## src/rtl/oldestn_arbiter_lss_pipe_if.sv

```systemverilog
// Purpose: bundles the request, bypass-lane, retire and grant-stage signals of
//          the oldest-first issue arbiter.
// Ports (signals):
//   flush_i, retire_cnt_i, req_i, req_ls_i, new_req_i, new_req_ls_i, out_ready_i
//       driven by the issue window / bypass source / consumer (master side)
//   new_grant_o, head_o, gnt_valid_o, gnt_is_new_o, gnt_index_o
//       driven by the arbiter (slave side)
interface oldestn_arbiter_lss_pipe_if #(
    parameter int SEL_WIDTH      = 8,
    parameter int PRIORITY_WIDTH = 3,
    parameter int GRANT_NUM      = 2,
    parameter int NEW_NUM        = 2
);
    logic                                flush_i;
    logic [PRIORITY_WIDTH:0]             retire_cnt_i;
    logic [SEL_WIDTH-1:0]                req_i;
    logic [SEL_WIDTH-1:0]                req_ls_i;
    logic [NEW_NUM-1:0]                  new_req_i;
    logic [NEW_NUM-1:0]                  new_req_ls_i;
    logic                                out_ready_i;
    logic [NEW_NUM-1:0]                  new_grant_o;
    logic [PRIORITY_WIDTH-1:0]           head_o;
    logic [GRANT_NUM-1:0]                gnt_valid_o;
    logic [GRANT_NUM-1:0]                gnt_is_new_o;
    logic [GRANT_NUM*PRIORITY_WIDTH-1:0] gnt_index_o;

    modport master (
        output flush_i, retire_cnt_i, req_i, req_ls_i, new_req_i, new_req_ls_i, out_ready_i,
        input  new_grant_o, head_o, gnt_valid_o, gnt_is_new_o, gnt_index_o
    );

    modport slave (
        input  flush_i, retire_cnt_i, req_i, req_ls_i, new_req_i, new_req_ls_i, out_ready_i,
        output new_grant_o, head_o, gnt_valid_o, gnt_is_new_o, gnt_index_o
    );
endinterface

```

## src/rtl/oldestn_arbiter_lss_pipe.sv

```systemverilog
// Purpose: N-way oldest-first issue arbiter. Age order runs from head_q around
//          the circular window, then through the bypass lanes (lane 0 first).
//          Only the single oldest load/store may issue. Up to GRANT_NUM picks
//          are registered into a valid/ready output stage.
// Ports:
//   clk  - clock
//   rst  - synchronous reset, active-high
//   bus  - slave modport of oldestn_arbiter_lss_pipe_if (requests, retire,
//          flush, bypass grants, head pointer, registered grant slots)
module oldestn_arbiter_lss_pipe #(
    parameter int SEL_WIDTH      = 8,
    parameter int PRIORITY_WIDTH = 3,
    parameter int GRANT_NUM      = 2,
    parameter int NEW_NUM        = 2
) (
    input  logic clk,
    input  logic rst,
    oldestn_arbiter_lss_pipe_if.slave bus
);
    localparam int PW  = PRIORITY_WIDTH;
    localparam int TOT = SEL_WIDTH + NEW_NUM;
    localparam int CW  = PW + 2;
    localparam logic [PW:0] SEL_CNT = (PW+1)'(SEL_WIDTH);

    logic [PW-1:0]        head_q;
    logic [GRANT_NUM-1:0] valid_q;
    logic [GRANT_NUM-1:0] is_new_q;
    logic [PW-1:0]        index_q [GRANT_NUM];

    logic [SEL_WIDTH-1:0] held;
    logic [SEL_WIDTH-1:0] req_eff;
    logic [TOT-1:0]       req_age;
    logic [TOT-1:0]       ls_age;
    logic [TOT-1:0]       ls_first;
    logic [TOT-1:0]       elig;

    logic [GRANT_NUM-1:0] sel_valid;
    logic [GRANT_NUM-1:0] sel_is_new;
    logic [PW-1:0]        sel_index [GRANT_NUM];
    logic [NEW_NUM-1:0]   lane_sel;
    logic                 load;

    // Entries already sitting in a valid slot must not be granted twice.
    always_comb begin
        held = '0;
        for (int g = 0; g < GRANT_NUM; g++) begin
            if (valid_q[g] && !is_new_q[g]) held[index_q[g]] = 1'b1;
        end
    end

    assign req_eff = bus.req_i & ~held;

    // Rotate the window so bit 0 is the entry at head_q; bypass lanes follow.
    always_comb begin
        logic [PW-1:0] widx;
        widx    = '0;
        req_age = '0;
        ls_age  = '0;
        for (int p = 0; p < SEL_WIDTH; p++) begin
            widx       = head_q + PW'(p);
            req_age[p] = req_eff[widx];
            ls_age[p]  = bus.req_ls_i[widx];
        end
        req_age[SEL_WIDTH +: NEW_NUM] = bus.new_req_i;
        ls_age[SEL_WIDTH +: NEW_NUM]  = bus.new_req_ls_i;
    end

    // Lowest set bit of the age-ordered LS vector is the oldest memory op;
    // every younger LS is masked whether or not it is ready.
    assign ls_first = ls_age & (~ls_age + TOT'(1));
    assign elig     = req_age & (~ls_age | ls_first);

    // cnt is the number of eligible requests older than position p, i.e. the
    // slot that position p would occupy.
    always_comb begin
        logic [CW-1:0] cnt;
        cnt        = '0;
        sel_valid  = '0;
        sel_is_new = '0;
        lane_sel   = '0;
        for (int g = 0; g < GRANT_NUM; g++) sel_index[g] = '0;
        for (int p = 0; p < TOT; p++) begin
            for (int g = 0; g < GRANT_NUM; g++) begin
                if (elig[p] && (cnt == CW'(g))) begin
                    sel_valid[g] = 1'b1;
                    if (p < SEL_WIDTH) begin
                        sel_index[g] = head_q + PW'(p);
                    end else begin
                        sel_is_new[g]           = 1'b1;
                        sel_index[g]            = PW'(p - SEL_WIDTH);
                        lane_sel[p - SEL_WIDTH] = 1'b1;
                    end
                end
            end
            cnt = cnt + CW'(elig[p]);
        end
    end

    assign load            = ~(|valid_q) | bus.out_ready_i;
    assign bus.new_grant_o = lane_sel & {NEW_NUM{load & ~bus.flush_i & ~rst}};

    always_ff @(posedge clk) begin
        if (rst) begin
            head_q   <= '0;
            valid_q  <= '0;
            is_new_q <= '0;
            for (int g = 0; g < GRANT_NUM; g++) index_q[g] <= '0;
        end else if (bus.flush_i) begin
            head_q   <= '0;
            valid_q  <= '0;
            is_new_q <= '0;
            for (int g = 0; g < GRANT_NUM; g++) index_q[g] <= '0;
        end else begin
            // Window size is a power of two, so dropping the top bit wraps;
            // a full-window retire leaves head unchanged.
            head_q <= head_q + bus.retire_cnt_i[PW-1:0];
            if (load) begin
                valid_q  <= sel_valid;
                is_new_q <= sel_is_new;
                for (int g = 0; g < GRANT_NUM; g++) index_q[g] <= sel_index[g];
            end
        end
    end

    assign bus.head_o       = head_q;
    assign bus.gnt_valid_o  = valid_q;
    assign bus.gnt_is_new_o = is_new_q;

    always_comb begin
        bus.gnt_index_o = '0;
        for (int g = 0; g < GRANT_NUM; g++) bus.gnt_index_o[g*PW +: PW] = index_q[g];
    end

    retire_range_a: assert property (@(posedge clk) disable iff (rst)
        bus.retire_cnt_i <= SEL_CNT);

endmodule
```

## src/flat_wrapper.sv

```systemverilog
// flat-port wrapper written by rule: the top's interface ports become plain ports
module oldestn_arbiter_lss_pipe_flat 
#(
    parameter int SEL_WIDTH      = 8,
    parameter int PRIORITY_WIDTH = 3,
    parameter int GRANT_NUM      = 2,
    parameter int NEW_NUM        = 2
)
  (clk, rst, bus_flush_i, bus_retire_cnt_i, bus_req_i, bus_req_ls_i, bus_new_req_i, bus_new_req_ls_i, bus_out_ready_i, bus_new_grant_o, bus_head_o, bus_gnt_valid_o, bus_gnt_is_new_o, bus_gnt_index_o);
  oldestn_arbiter_lss_pipe_if #(.SEL_WIDTH(SEL_WIDTH), .PRIORITY_WIDTH(PRIORITY_WIDTH), .GRANT_NUM(GRANT_NUM), .NEW_NUM(NEW_NUM)) bus_i ();
  input  logic clk;
  input  logic rst;
  input wire logic [$bits(bus_i.flush_i)-1:0] bus_flush_i;
  input wire logic [$bits(bus_i.retire_cnt_i)-1:0] bus_retire_cnt_i;
  input wire logic [$bits(bus_i.req_i)-1:0] bus_req_i;
  input wire logic [$bits(bus_i.req_ls_i)-1:0] bus_req_ls_i;
  input wire logic [$bits(bus_i.new_req_i)-1:0] bus_new_req_i;
  input wire logic [$bits(bus_i.new_req_ls_i)-1:0] bus_new_req_ls_i;
  input wire logic [$bits(bus_i.out_ready_i)-1:0] bus_out_ready_i;
  output wire logic [$bits(bus_i.new_grant_o)-1:0] bus_new_grant_o;
  output wire logic [$bits(bus_i.head_o)-1:0] bus_head_o;
  output wire logic [$bits(bus_i.gnt_valid_o)-1:0] bus_gnt_valid_o;
  output wire logic [$bits(bus_i.gnt_is_new_o)-1:0] bus_gnt_is_new_o;
  output wire logic [$bits(bus_i.gnt_index_o)-1:0] bus_gnt_index_o;
  assign bus_i.flush_i = bus_flush_i;
  assign bus_i.retire_cnt_i = bus_retire_cnt_i;
  assign bus_i.req_i = bus_req_i;
  assign bus_i.req_ls_i = bus_req_ls_i;
  assign bus_i.new_req_i = bus_new_req_i;
  assign bus_i.new_req_ls_i = bus_new_req_ls_i;
  assign bus_i.out_ready_i = bus_out_ready_i;
  assign bus_new_grant_o = bus_i.new_grant_o;
  assign bus_head_o = bus_i.head_o;
  assign bus_gnt_valid_o = bus_i.gnt_valid_o;
  assign bus_gnt_is_new_o = bus_i.gnt_is_new_o;
  assign bus_gnt_index_o = bus_i.gnt_index_o;
  oldestn_arbiter_lss_pipe #(.SEL_WIDTH(SEL_WIDTH), .PRIORITY_WIDTH(PRIORITY_WIDTH), .GRANT_NUM(GRANT_NUM), .NEW_NUM(NEW_NUM)) u_core (.clk(clk), .rst(rst), .bus(bus_i));
endmodule
```

## config.mk

```make
export PLATFORM = sky130hd
export DESIGN_NAME = oldestn_arbiter_lss_pipe_flat
export DESIGN_NICKNAME = d
export VERILOG_FILES = /design/src/rtl/oldestn_arbiter_lss_pipe_if.sv /design/src/rtl/oldestn_arbiter_lss_pipe.sv /design/src/flat_wrapper.sv
export SDC_FILE = /design/constraint.sdc
export NUM_CORES = 1
export LEC_CHECK = 0
export ABC_AREA = 1
export ABC_CLOCK_PERIOD_IN_PS = 18800
export CORE_MARGIN = 2
export CORE_UTILIZATION = 60
export CTS_CLUSTER_SIZE = 12
export DETAILED_ROUTE_END_ITERATION = 6
export PLACE_DENSITY = 0.87
export SYNTH_ARGS = -nofsm -noshare
export SYNTH_HDL_FRONTEND = slang
export SYNTH_SLANG_ARGS = --single-unit
```

## constraint.sdc

```tcl
create_clock -name clk -period 18.8 [get_ports clk]
set_input_delay 3.76 -clock clk [delete_from_list [all_inputs] [get_ports clk]]
set_output_delay 3.76 -clock clk [all_outputs]
set_load 0.01 [all_outputs]
```

==> impl_metrics.ini <==
[outcome]
status = complete, no violations

[worst_setup_path]
crit_top_cell = ha_1
critPathBufInv = 4
r2r_slack_ns = 11.53
cp_slowest_stage_delay_ns = 0.55
crit_fanout = 5
path_class = in2out
cp-start-kind = primary input
end_kind = output pin
critPathSlowestCell = clkdlybuf4s50_1
crit_chain = clkdlybuf4s50_1 -> a21boi_0 -> nand3_1 -> nand2_1 -> o21ai_0 -> nand2_1 -> and2_1 -> inv_1 -> fa_1 -> inv_1 -> ha_1 -> fa_1 -> ha_1 -> ha_1 -> ha_1 -> ha_1 -> ha_1 -> or2_2 -> nor2_1 -> nand3_2 -> a21oi_1 -> clkdlybuf4s50_1
worstPathArrival_ns = 9.70
critPathRequiredTime_ns = 15.04
crit_family = adder cells

[global_routing]
grt_max_degree = 25
grt_pass1_wl_um = 13100
grt_pass1_vias = 3000
grt_overflow_total = 0
grt_usage = 0.293
antenna_found_initial = 0

[clock_network]
cts_setup_buffers = 0
cts_buffers = 3
cts_tree = built
clk_pin_slew_worst_paths_ns = 0.06
clkLatencyLatePin_ns = 0.25
root_buffer = clkbuf_8
cts.path.max_buffers = 2
clock_sinks = 13
htreeDepth = 1
post_cts_resize_count = 0
holdBufCountCts = 0

[place]
dp.cells = 603
pre_cts_ws_ns = 5.33
place_area_um2 = 3490
routabilityCongestion = 0.928
port_buffers = 41
dp_hpwl_um = 6670

[logic_synthesis]
synth_ff_type = dfxtp_1
synth_most_common_cell = nand2_1
syn_area_um2 = 3050
yosysTopAreaCell = nand3_1
synthArstFlopShare = 0
synthTopCellsByCount = 121 x nand2_1, 99 x nand3_1, 58 x inv_1
ys_warn_count = 0
syn-num-nets = 553
synth_edf_count = 6
synth.avg_cell_area_um2 = 6.06
synth_seq_area_share = 0.105
synth.top_cell.area_share = 0.162
ys_types = 47
syn_inst = 503
synth_seq_cells = 13
ys_top_cells_by_area = nand3_1 16%, nand2_1 15%, ha_1 7.8%

[sta]
hold_violations = 0
slew_headroom = 0.392
slew_violations = 0
timing.final.crit_period_ns = 13.46
hold_slack_ns = 0.506
final.setup_skew_ns = 0.00468
worstMarginPinSlew_ns = 0.910
setup_viol = 0
fin_crit_sh = 0.716
rsz0062_at_grt = no
fin_ws_ns = 5.34
fmax_ghz = 0.0743
fin_tns_setup_ns = 0

[finish]
final_core_util = 0.734
drive_gt1_frac = 0.133
final_area_um2 = 3530
n_antenna_cell = 0
fin_nets = 591
finalNonFillerCells = 607
area_growth_pct = 15.9

[pwr]
power_mw = 0.568
vdd_drop_max_mv = 0.179
power_density_nw_per_um2 = 161
p_leak_nw = 1.67

[job]
max_cap_viol_count = 0

[detailed_routing]
final_antenna_net_count = 0
drc = 0
wl_per_cell_um = 13.5
drtPass1Iterations = 6
num_vias = 3512
drt-initial-drc-count = 365
vias_per_cell = 5.79
wirelength_um = 8200

[floorplanning]
ios = 43
rows = 25
die_y_um = 75.3
start_util = 0.633
dieArea_um2 = 5670
coreArea_um2 = 4820
die_x_um = 75.3

[min_path]
hp-class = reg2reg
==> cells by family (layout without fill, tap and decap cells) <==
logic type,after synthesis,count (layout),share of synthesized area
and+or+nand+nor,331,331,0.541
buffers and inverters,80,117,0.108
AOI/OAI and AO/OA,43,43,0.0886
adders and majority gates,22,22,0.0977
xor gates and xnor gates,14,14,0.0599
DFF,13,13,0.105
==> report_power, final <==
group	total [mW]	switching (mW)	internal, mW
clock network	0.0261	0.0114	0.0147
logic	0.488	0.302	0.186
registers	0.0533	0.0125	0.0408
==> registers in the layout (all words and copies together) (netlist names) <==
name and count:
u_core.bus.gnt_is_new_o 2, u_core.bus.gnt_valid_o 2, u_core.bus.head_o 3, u_core.index_q 6
==> final timing paths <==
check	startpoint	endpoint	depth (start not counted)
setup / recovery	bus_req_i[6]	bus_new_grant_o[1]	22
hold / removal	u_core.bus.gnt_is_new_o[1]	u_core.bus.gnt_is_new_o[1]	2
setup reg to reg	u_core.bus.head_o[0]	u_core.index_q[0][1]	22
hold reg to reg	u_core.bus.gnt_is_new_o[1]	u_core.bus.gnt_is_new_o[1]	2
==> layout make-up <==
class	instances	area, µm²
Clock buffer	3	41.3
Sequential cell	13	320
Fill cell	447	1280
Multi-Input combinational cell	410	2400
Clock inverter	1	5.00
Timing Repair Buffer	42	418
Tap cell	67	83.8
Inverter	71	267
==> metal layers <==
layer | up-vias | routed length (µm) | global-route usage
met2 | 167 | 4020 | 0.529
met5 | - | 0 | 0
met4 | 0 | 148 | 0.0585
met3 | 14 | 649 | 0.0388
met1 | 1580 | 3380 | 0.374
li1 | 1751 | - | -
==> cell usage in the layout, fill, tap and decap left out, drive strengths merged <==
| cell type | Yosys | final |
|---|---|---|
| nand4 | 21 | 21 |
| and2 | 2 | 2 |
| o211ai | 3 | 3 |
| o22ai | 1 | 1 |
| a211oi | 1 | 1 |
| nor3 | 7 | 7 |
| nand2 | 140 | 140 |
| ha | 19 | 19 |
| nor3b | 1 | 1 |
| inv | 71 | 71 |
| nor4 | 2 | 2 |
| xnor2 | 7 | 7 |
| fa | 3 | 3 |
| a31oi | 3 | 3 |
| a21oi | 12 | 12 |
| or2 | 3 | 3 |
| nor2 | 47 | 47 |
| dfxtp | 7 | 7 |
| edfxtp | 6 | 6 |
| xor2 | 7 | 7 |
| o21a | 1 | 1 |
| o21ai | 18 | 18 |
| clkbuf | 0 | 3 |
| buf | 9 | 1 |
| nand3 | 108 | 108 |
| a21boi | 3 | 3 |
| o221ai | 1 | 1 |
| clkdlybuf4s50 | 0 | 41 |
| clkinv | 0 | 1 |
==> worst register-to-register path: stages (launching register included) <==
cell     delay [ns]
dfxtp_1        0.91
inv_2          0.38
ha_1           0.64
inv_2          0.29
nand3_1        0.15
nand3_1        0.11
nand2_1        0.11
o21ai_0        0.33
nand2_1        0.16
fa_1           0.58
inv_1          0.06
ha_1           0.21
fa_1           0.52
ha_1           0.37
ha_1           0.40
ha_1           0.37
ha_1           0.37
ha_1           0.32
or2_2          0.30
nor2_1         0.14
nand3_2        0.15
nand4_1        0.10
a21oi_1        0.06
No activity file was read; power rests on OpenSTA's default activity.
